===== config.mk =====
export PLATFORM = sky130hd
export DESIGN_NAME = pipe_stage_skid
export DESIGN_NICKNAME = d
export VERILOG_FILES = /design/src/rtl/pipe_stage_skid.sv
export SDC_FILE = /design/constraint.sdc
export NUM_CORES = 1
export LEC_CHECK = 0
export ABC_AREA = 1
export BUFFER_PORTS_ARGS = -buffer_cell sky130_fd_sc_hd__buf_2
export CAP_MARGIN = 20
export CORE_MARGIN = 4
export CORE_UTILIZATION = 37
export CTS_CLUSTER_DIAMETER = 50
export DETAILED_ROUTE_END_ITERATION = 12
export HOLD_SLACK_MARGIN = 0.03
export PLACE_DENSITY = 0.56
export SKIP_CTS_REPAIR_TIMING = 1
export SYNTH_ARGS = -nofsm -noshare
export SYNTH_HDL_FRONTEND = slang
export SYNTH_SLANG_ARGS = --single-unit

===== constraint.sdc =====
create_clock -name clock -period 4.7 [get_ports clock]
set_input_delay 0.705 -clock clock [delete_from_list [all_inputs] [get_ports clock]]
set_output_delay 0.705 -clock clock [all_outputs]
set_load 0.01 [all_outputs]

===== src/rtl/pipe_stage_skid.sv =====
// pipe_stage_skid
//   Generic pipeline register with a two-entry skid buffer. It carries an
//   opaque payload from an upstream stage to a downstream stage using
//   valid/ready handshakes. in_ready comes straight from a flop, so the ready
//   chain never forms a combinational path across stages. flush drops
//   everything the stage holds, and hold stops the stage presenting data
//   downstream while it still accepts new data.
//
//   Optional feature macro: PIPE_STAGE_PERF_EN
//     defined   : stall and bubble counters are built (saturating, cleared by reset)
//     undefined : both counter ports are tied to zero and no counter flops exist
//
// Parameters:
//   PAYLOAD_W  width of the payload bundle
//   RESET_VAL  value loaded into both payload entries on reset
//   CNT_W      width of the performance counters
//
// Ports:
//   clock            rising-edge clock
//   reset            synchronous, active-high reset (beats flush and handshakes)
//   flush            empty the stage and drop this cycle's input
//   hold             hazard stall: suppress out_valid, keep accepting input
//   in_valid/in_ready/in_data     upstream handshake and payload
//   out_valid/out_ready/out_data  downstream handshake and payload (main entry)
//   perf_stall_cnt   cycles where a valid main entry was not taken
//   perf_bubble_cnt  cycles where the main entry was empty

module pipe_stage_skid #(
  parameter int                   PAYLOAD_W = 160,
  parameter logic [PAYLOAD_W-1:0] RESET_VAL = {PAYLOAD_W{1'b0}},
  parameter int                   CNT_W     = 32
) (
  input  logic                 clock,
  input  logic                 reset,
  input  logic                 flush,
  input  logic                 hold,
  input  logic                 in_valid,
  output logic                 in_ready,
  input  logic [PAYLOAD_W-1:0] in_data,
  output logic                 out_valid,
  input  logic                 out_ready,
  output logic [PAYLOAD_W-1:0] out_data,
  output logic [CNT_W-1:0]     perf_stall_cnt,
  output logic [CNT_W-1:0]     perf_bubble_cnt
);

  typedef enum logic [1:0] {
    EMPTY = 2'd0,
    ONE   = 2'd1,
    TWO   = 2'd2
  } state_t;

  state_t               state;
  state_t               state_next;
  logic                 in_ready_q;
  logic [PAYLOAD_W-1:0] main_q;
  logic [PAYLOAD_W-1:0] skid_q;
  logic                 acc;
  logic                 take;
  logic                 main_load;
  logic                 main_from_skid;
  logic                 skid_load;

  assign in_ready = in_ready_q;
  assign out_data = main_q;

  // State register. in_ready is registered from the next state, so it always
  // equals (state != TWO) without out_ready reaching it combinationally.
  always_ff @(posedge clock) begin
    if (reset) begin
      state      <= EMPTY;
      in_ready_q <= 1'b1;
    end else begin
      state      <= state_next;
      in_ready_q <= (state_next != TWO);
    end
  end

  // Next-state and handshake decode. Flush forces EMPTY; because acc and take
  // are both masked by flush, no entry is written on a flush cycle.
  always_comb begin
    state_next     = state;
    main_load      = 1'b0;
    main_from_skid = 1'b0;
    skid_load      = 1'b0;
    out_valid      = (state != EMPTY) & ~hold & ~flush;
    acc            = in_valid & in_ready_q & ~flush;
    take           = out_valid & out_ready;

    case (state)
      EMPTY: begin
        if (acc) begin
          state_next = ONE;
          main_load  = 1'b1;
        end
      end
      ONE: begin
        if (acc && take) begin
          main_load = 1'b1;
        end else if (acc) begin
          state_next = TWO;
          skid_load  = 1'b1;
        end else if (take) begin
          state_next = EMPTY;
        end
      end
      TWO: begin
        if (take) begin
          state_next     = ONE;
          main_from_skid = 1'b1;
        end
      end
      default: begin
        state_next = EMPTY;
      end
    endcase

    if (flush) begin
      state_next = EMPTY;
    end
  end

  // Payload entries. The main entry is what downstream sees; the skid entry
  // catches the one payload that arrives while main is stalled.
  always_ff @(posedge clock) begin
    if (reset) begin
      main_q <= RESET_VAL;
      skid_q <= RESET_VAL;
    end else begin
      if (main_load) begin
        main_q <= in_data;
      end else if (main_from_skid) begin
        main_q <= skid_q;
      end
      if (skid_load) begin
        skid_q <= in_data;
      end
    end
  end

`ifdef PIPE_STAGE_PERF_EN
  logic [CNT_W-1:0] stall_q;
  logic [CNT_W-1:0] bubble_q;

  assign perf_stall_cnt  = stall_q;
  assign perf_bubble_cnt = bubble_q;

  // Saturating counters; flush does not clear them, and a flush cycle does
  // not count as a stall.
  always_ff @(posedge clock) begin
    if (reset) begin
      stall_q  <= '0;
      bubble_q <= '0;
    end else begin
      if ((state != EMPTY) && !take && !flush && (stall_q != {CNT_W{1'b1}})) begin
        stall_q <= stall_q + 1'b1;
      end
      if ((state == EMPTY) && (bubble_q != {CNT_W{1'b1}})) begin
        bubble_q <= bubble_q + 1'b1;
      end
    end
  end
`else
  assign perf_stall_cnt  = '0;
  assign perf_bubble_cnt = '0;
`endif

endmodule


==> out/metrics.yaml, run 1 <==
status: "finished clean"
synth_commonest_cells: "nand2_1 (485), nand3_1 (325), dfxtp_1 (323), a21oi_1 (320)"
synthFlopType: "dfxtp_1"
grt_pass1_wl_mm: 79.12
hpwl_mm: 28.88
die_area_mm2: 0.04431
wl_mm: 50.87
synthTopCellsByArea: "dfxtp_1 (43%), nand2_1 (12%), nand3_1 (11%), a21oi_1 (11%), nand3b_1 (7.9%)"
ant_nets: 0
htreeDepth: 2
p_leak_uw: 0.007466
place_area_mm2: 0.01668
worstMarginPinSlew_ps: 1398
ir_drop_mv: 0.2092
grt_pass1_vias: 14110
slowest_stage: "buf_4"
design_area_mm2: 0.01814
rsz0062_at_grt: "false"
wl_per_cell_um: 18.08
worstPathArrival_ps: 2450
core_area_mm2: 0.04010
grt.overflow.total: 0
netlist.area_leader.share_pct: 42.62
use_met3_pct: 4.376
die_y_um: 210.5
drc: 0
io_pins: 392
yosysUniqueCellTypes: 17
yosys_warnings: 0
dr.pass1.iters: 5
path_cells: "nor2_1 > nor2_4 > buf_4 > buf_2"
final_nets: 2415
crit_fanout: 51
root_buffer: "clkbuf_16"
grtUsageMet1_pct: 29.98
synth-seq-area-share_pct: 42.62
startpoint_type: "register"
critPathMaxStageDelay_ps: 570
gp_congestion: 0.7466
vias: 15270
antenna_found_initial: 8
use_met2_pct: 32.94
fin_crit_sh_pct: 67.06
syn_to_final_growth_pct: 19.57
cts_tree: "yes"
drv_slew: 0
vias_per_cell: 5.426
ctsLongestPathBuffers: 3
synth_most_common_cell: "nand2_1"
relSlewSlack_pct: 6.783
fin_tns_setup_ps: 0
power_density_mw_per_mm2: 379.2
synth_edf_count: 0
grt_max_degree: 215
crit_type: "reg2out"
worst_clock_skew_ps: 18.45
hp-class: "in2reg"
drtIter0Drc: 1230
io_buffers: 327
syn_inst: 2082
p_total_uw: 6879
syn_area_mm2: 0.01517
endpoint_kind: "output port"
syn_avg_cell_area_um2: 7.287
cts_made_buffers: 42
fin_crit_ps: 3152
setup_viol_count_final: 0
final_hold_viol_count: 0
fmax_mhz: 317.3
fp.dieW_um: 210.5
grt_usage_pct: 21.44
yosys.area.top_type: "dfxtp_1"
path_clk_slew_ps: 50
num_rows: 73
clkSinkCount: 323
maxCapViolations: 0
drive_above_1_share_pct: 18.66
gr-max-usage-layer: "met2"
initial_core_util_pct: 37.84
worstSkewPairLatency_ps: 570
cp.required_ps: 3990
ys_seq_elements: 323
async_reset_ff_share_pct: 0
## worst max-delay path, delay by kind of cell (launching register included)
kind,cells,cell delay [ps]
buffers and inverters,2,820
flip-flops,1,530
AND/OR/NAND/NOR,2,490
## state kept, by name, summed over array words and instances, names as in the netlist
name	count
skid_q	160
state	2
out_data	160
in_ready	1
## layout by cell type, fill, tap and decap left out, types with 2 or more instances in the layout
cell type	count
nand2_8	2
nand4_1	160
buf_4	14
diode_2	6
dfxtp_1	323
clkinvlp_4	3
conb_1	64
buf_16	4
buf_12	6
buf_2	325
clkbuf_1	12
inv_6	6
inv_1	5
a21oi_1	320
clkbuf_8	3
nand3_1	324
inv_2	2
clkbuf_16	42
nor2_4	3
bufinv_16	4
nand3b_1	160
nor2_1	4
nand2_1	484
clkinv_2	6
## cells by family after synthesis
group	count (synthesis)	synth area share (%)
AOI/OAI and AO/OA	320	10.56
DFF	323	42.62
other	1	0.02472
buffers and inverters	298	9.221
and+or+nand+nor	1140	37.58
## per-stage QoR
step           util [%]  cells  setup slack (ps)  hold slack [ps]
2_1_floorplan         -   2145              2665            440.7
3_3_place_gp      41.47   2726              1557            447.9
3_5_place_dp      41.60   2728              1530            452.5
4_1_cts           45.07   2806              1502            380.6
5_1_grt           45.23   2813              1408            405.2
6_report          45.24   2814              1548            411.8
## final timing paths
path	slack, ps	endpoint	startpoint	depth (start not counted)
max	1550	out_valid	state[0]$_SDFF_PP0_	4
min	410	skid_q[86]$_SDFFE_PP0P_	in_data[86]	3
max reg2reg	1930	out_data[101]$_SDFFE_PP0P_	state[0]$_SDFF_PP0_	9
min reg2reg	460	skid_q[79]$_SDFFE_PP0P_	skid_q[79]$_SDFFE_PP0P_	2
## layout make-up
cell class / instances / area (um^2)
Clock buffer: 57 / 1137
Clock inverter: 21 / 250.2
Fill cell: 4181 / 21960
Tap cell: 525 / 656.9
Multi-Input combinational cell: 1524 / 7605
Timing Repair Buffer: 350 / 1977
Sequential cell: 323 / 6466
Antenna cell: 6 / 15.01
Inverter: 8 / 32.53
## power by group
part	total [uW]	switching, uW	internal (uW)
Sequential	2910	63.7	2850
Combinational	743	479	263
Clock	3230	1290	1940
## layer usage
layer | wire [um] | part of all wire [%]
met3 | 3519 | 6.9
met5 | 22 | 0.043
met1 | 22310 | 44
met2 | 23490 | 46
met4 | 1525 | 3.0
Note: power is estimated with default switching activity, not from simulation.
==> run 2: changes to the inputs <==
--- a/config.mk
+++ b/config.mk
@@ -13,7 +13,7 @@
 export CTS_CLUSTER_DIAMETER = 50
 export DETAILED_ROUTE_END_ITERATION = 12
 export HOLD_SLACK_MARGIN = 0.03
-export PLACE_DENSITY = 0.56
+export PLACE_DENSITY = 0.59
 export SKIP_CTS_REPAIR_TIMING = 1
 export SYNTH_ARGS = -nofsm -noshare
 export SYNTH_HDL_FRONTEND = slang
==> constraint.sdc (replaced) <==
create_clock -name clock -period 2.8 [get_ports clock]
set_input_delay 0.42 -clock clock [delete_from_list [all_inputs] [get_ports clock]]
set_output_delay 0.42 -clock clock [all_outputs]
set_load 0.01 [all_outputs]
==> run 2 against run 1 <==
Compared with the run above: via count rose by 1.3%; clock power rose by 75%; critical path depth unchanged; first-iteration DRC count is 11% higher; sequential power grew 68%; register-to-register slack got worse by 1300 ps; cell count is 0.11% lower; flip-flop and latch count is the same; clock skew down 7.7 ps; clock-buffer cell count rose by 5; core utilization up 0.32 points.
==> out/metrics.yaml, run 2 (same netlist as run 1, synthesis figures left out) <==
initial_core_util_pct: 37.84
gp_congestion: 0.7889
grt_pass1_vias: 14070
grt.overflow.total: 0
drc: 0
core_area_mm2: 0.04010
crit_buf_inv: 2
critPathMaxStageDelay_ps: 530
grt_usage_pct: 21.79
io_pins: 392
path_clk_slew_ps: 60
htreeDepth: 2
hold_path_startpoint: "in_data[73]"
ctsLongestPathBuffers: 3
maxCapViolations: 0
die_y_um: 210.5
cp-startpoint: "state[0]$_SDFF_PP0_"
hold_slack_ps: 132.1
rsz0062_at_grt: "false"
dr.pass1.iters: 5
fin_tns_setup_ps: 0
antenna_found_initial: 6
grt_pass1_wl_mm: 80.37
r2r_setup_slack_ps: 610
die_area_mm2: 0.04431
startpoint_type: "register"
cts_made_buffers: 44
cp.required_ps: 2380
drive_above_1_share_pct: 18.80
grt_max_degree: 193
final_hold_viol_count: 0
final_cell_mix: "nand2_1 (484), buf_2 (325), nand3_1 (324), dfxtp_1 (323), a21oi_1 (320)"
timing.reg2reg.worst_path_depth: 8
hp-class: "in2reg"
p_leak_uw: 0.007523
relSlewSlack_pct: 35.57
layout.cells.most_common: "nand2_1"
fin_crit_sh_pct: 88.27
endpoint_kind: "output port"
path_cells: "nor2_1 > nor2_4 > buf_12 > buf_2"
vias_per_cell: 5.503
crit_type: "reg2out"
slowest_stage: "dfxtp_1"
final_nets: 2417
cts_tree: "yes"
crit_fanout: 75
worstReg2RegEnd: "out_data[86]$_SDFFE_PP0P_"
fp.dieW_um: 210.5
drv_slew: 0
ant_nets: 0
drtIter0Drc: 1369
fin_crit_ps: 2472
holdPathEnd: "skid_q[73]$_SDFFE_PP0P_"
ir_drop_mv: 0.3800
r2r_start: "state[0]$_SDFF_PP0_"
syn_to_final_growth_pct: 20.42
worstMarginPinSlew_ps: 966.5
wl_mm: 51.66
power_density_mw_per_mm2: 645.1
setup_viol_count_final: 0
vias: 15470
cp_top_family: "buffers and inverters"
worst_clock_skew_ps: 10.72
root_buffer: "clkbuf_16"
clkSinkCount: 323
fmax_mhz: 404.6
wl_per_cell_um: 18.38
min_path_cells: 3
worstPathArrival_ps: 2050
io_buffers: 327
hpwl_mm: 29.11
worstSkewPairLatency_ps: 570
status: "finished clean"
num_rows: 73
==> run 2: cell types whose count changed in the layout (fill, tap and decap cells not counted), moves of 4 or more <==
cell      previous run  this run
buf_12               6        16
buf_16               4         0
buf_4               14         7
clkbuf_1            12         8
clkbuf_8             3         9
clkinv_2             6         2
==> run 2: worst max path at each step <==
| stage | endpoint | slack, ps | depth (start not counted) |
|---|---|---|---|
| 2_1_floorplan | out_data[100]$_SDFFE_PP0P_ | 1080 | 8 |
| 3_3_place_gp | out_data[45]$_SDFFE_PP0P_ | 640 | 8 |
| 3_5_place_dp | out_data[3]$_SDFFE_PP0P_ | 570 | 7 |
| 4_1_cts | out_valid | 300 | 4 |
| 5_1_grt | out_valid | 170 | 4 |
| 6_report | out_valid | 330 | 4 |
==> run 2: power by group <==
part	total, uW	internal, uW	switching, uW
clock	5650	3470	2170
sequential	4880	4780	106
combinational	1250	443	810
==> run 2: per-layer routing <==
layer / global-route usage, % / up-vias / part of all wire [%]
met3: 5.760 / 76 / 8.1
met4: 6.036 / 6 / 2.1
met2: 33.11 / 560 / 46
met5: 0 / - / 0.077
met1: 30.74 / 7402 / 44
li1: - / 7426 / -
==> run 2: per-stage QoR <==
step	instance area (um^2)	cells	worst slack, ps	utilization, %	total power (uW)
after floorplan	15410	2145	1080	-	5761
after global placement	16790	2730	635.6	41.87	6227
after detailed placement	16790	2730	573.1	41.87	6240
after CTS	18260	2807	298.2	45.54	11920
after global routing	18260	2809	165.7	45.55	12270
final	18270	2811	328.4	45.56	11790
==> run 2: worst reg2reg max path, stage by stage (launching register included) <==
cell and delay (ps):
dfxtp_1 410, inv_1 90, nand2_1 70, nand3_1 200
nand2_8 150, nand2_4 130, buf_12 550, nand3_1 350
a21oi_1 180
==> run 2: cell type report <==
type / count / area (um^2)
fill: 4099 / 21830
clock buffer: 62 / 1280
sequential: 323 / 6466
antenna: 4 / 10.01
clock inverter: 15 / 190.2
tap: 525 / 656.9
inverter: 8 / 35.03
timing repair buffer: 350 / 2026
multi-input combinational: 1524 / 7605
==> run 3: changes to the inputs <==
--- a/config.mk
+++ b/config.mk
@@ -14,6 +14,7 @@
 export DETAILED_ROUTE_END_ITERATION = 12
 export HOLD_SLACK_MARGIN = 0.03
 export PLACE_DENSITY = 0.59
+export REMOVE_ABC_BUFFERS = 1
 export SKIP_CTS_REPAIR_TIMING = 1
 export SYNTH_ARGS = -nofsm -noshare
 export SYNTH_HDL_FRONTEND = slang
==> run 3 against run 2 <==
Compared with the run above: clock-buffer cell count rose by 1; flip-flop and latch count did not move; routed wire length fell by 2.4%; core utilization rose by 0.57 points; cell area rose by 1.2%; sequential power barely moved; worst hold slack improved by 16 ps; setup slack got worse by 5.0 ps; non-clock buffer count rose by 17; first-iteration DRC count fell by 13%; critical path type unchanged.
==> out/metrics.yaml, run 3 (same netlist as run 1, synthesis figures left out) <==
crit_fanout: 85
p_total_uw: 11920
cp_top_family: "buffers and inverters"
grt_usage_pct: 21.63
antenna_found_initial: 2
clkSinkCount: 323
fp.dieW_um: 210.5
vias_per_cell: 5.490
p_leak_uw: 0.007650
fmax_mhz: 403.8
drc: 0
die_y_um: 210.5
final_hold_viol_count: 0
final.setup.worst_slack_ps: 323.5
drtIter0Drc: 1187
cts_made_buffers: 42
critPathMaxStageDelay_ps: 520
gp_congestion: 0.7815
crit_type: "reg2out"
io_buffers: 327
grt_pass1_wl_mm: 80.33
grtUsageMet1_pct: 29.08
fin_tns_setup_ps: 0
drive_above_1_share_pct: 19.40
design_area_mm2: 0.01850
vias: 15510
wl_per_cell_um: 17.85
cts_tree: "yes"
slowest_stage: "dfxtp_1"
die_area_mm2: 0.04431
ctsLongestPathBuffers: 3
initial_core_util_pct: 37.84
grt_max_degree: 162
crit_buf_inv: 2
path_clk_slew_ps: 60
place_area_mm2: 0.01699
hpwl_mm: 29.16
endpoint_kind: "output port"
worstMarginPinSlew_ps: 952.3
power_density_mw_per_mm2: 644.4
final_nets: 2432
dr.pass1.iters: 5
hold_slack_ps: 148.3
use_met2_pct: 35.23
worstPathArrival_ps: 2060
ir_drop_mv: 0.4469
pre_cts_slack_ps: 497.8
fin_crit_ps: 2477
use_met3_pct: 4.271
io_pins: 392
num_rows: 73
grt.overflow.total: 0
syn_to_final_growth_pct: 21.92
layout.cells.most_common: "nand2_1"
gr-max-usage-layer: "met2"
path_cells: "nor2_1 > nor2_4 > buf_12 > buf_2"
grt_pass1_vias: 14720
setup_viol_count_final: 0
rsz0062_at_grt: "false"
drv_slew: 0
fin_crit_sh_pct: 88.45
root_buffer: "clkbuf_16"
status: "finished clean"
htreeDepth: 2
worstSkewPairLatency_ps: 550
maxCapViolations: 0
hp-class: "in2reg"
wl_mm: 50.43
final_cell_mix: "nand2_1 (484), buf_2 (325), nand3_1 (324), dfxtp_1 (323), a21oi_1 (320)"
ant_nets: 0
cp.required_ps: 2380
startpoint_type: "register"
core_area_mm2: 0.04010
worst_clock_skew_ps: 15.81
relSlewSlack_pct: 36.51
==> run 3: cell types whose count changed in the layout (fill, tap and decap cells not counted), sizes merged <==
cell	change
diode	-3
buf	+17
clkbuf	+1
bufinv	+2
inv	-2
clkinvlp	-1
==> run 3: worst paths after layout <==
path | startpoint | cells after the start | slack (ps) | end
min | in_data[112] | 3 | 150 | skid_q[112]$_SDFFE_PP0P_
max reg2reg | state[0]$_SDFF_PP0_ | 8 | 430 | skid_q[47]$_SDFFE_PP0P_
min reg2reg | skid_q[147]$_SDFFE_PP0P_ | 2 | 460 | skid_q[147]$_SDFFE_PP0P_
max | state[0]$_SDFF_PP0_ | 4 | 320 | out_valid
==> run 3: routing by layer <==
metal	share of wire (%)	up-vias
li1	-	7462
met1	43	7402
met2	47	543
met3	7.1	99
met4	2.8	4
met5	0.046	-
==> run 3: tightest hold or removal path, delay by kind of cell <==
kind,cells,cell delay (ps)
compound gates,1,60
buf+inv,1,100
simple gates,1,70
==> run 3: cell type report <==
class	instances	area, um^2
clock inverters	14	212.7
clock buffers	63	1294
well taps	525	656.9
inverters	8	35.03
repair buffers	367	2225
diodes	1	2.502
fillers	4058	21600
flip-flops and latches	323	6466
multi-input cells	1524	7605
==> run 3: power by group <==
part           total [uW]  switching (uW)  internal [uW]
combinational        1280             811            468
sequential           4880             105           4780
clock                5760            2100           3660
==> run 3: stage by stage <==
step	util, %	instances
after floorplan	-	1855
after global placement	42.37	2747
after detailed placement	42.37	2747
after CTS	46.12	2824
after global routing	46.12	2824
final	46.13	2825
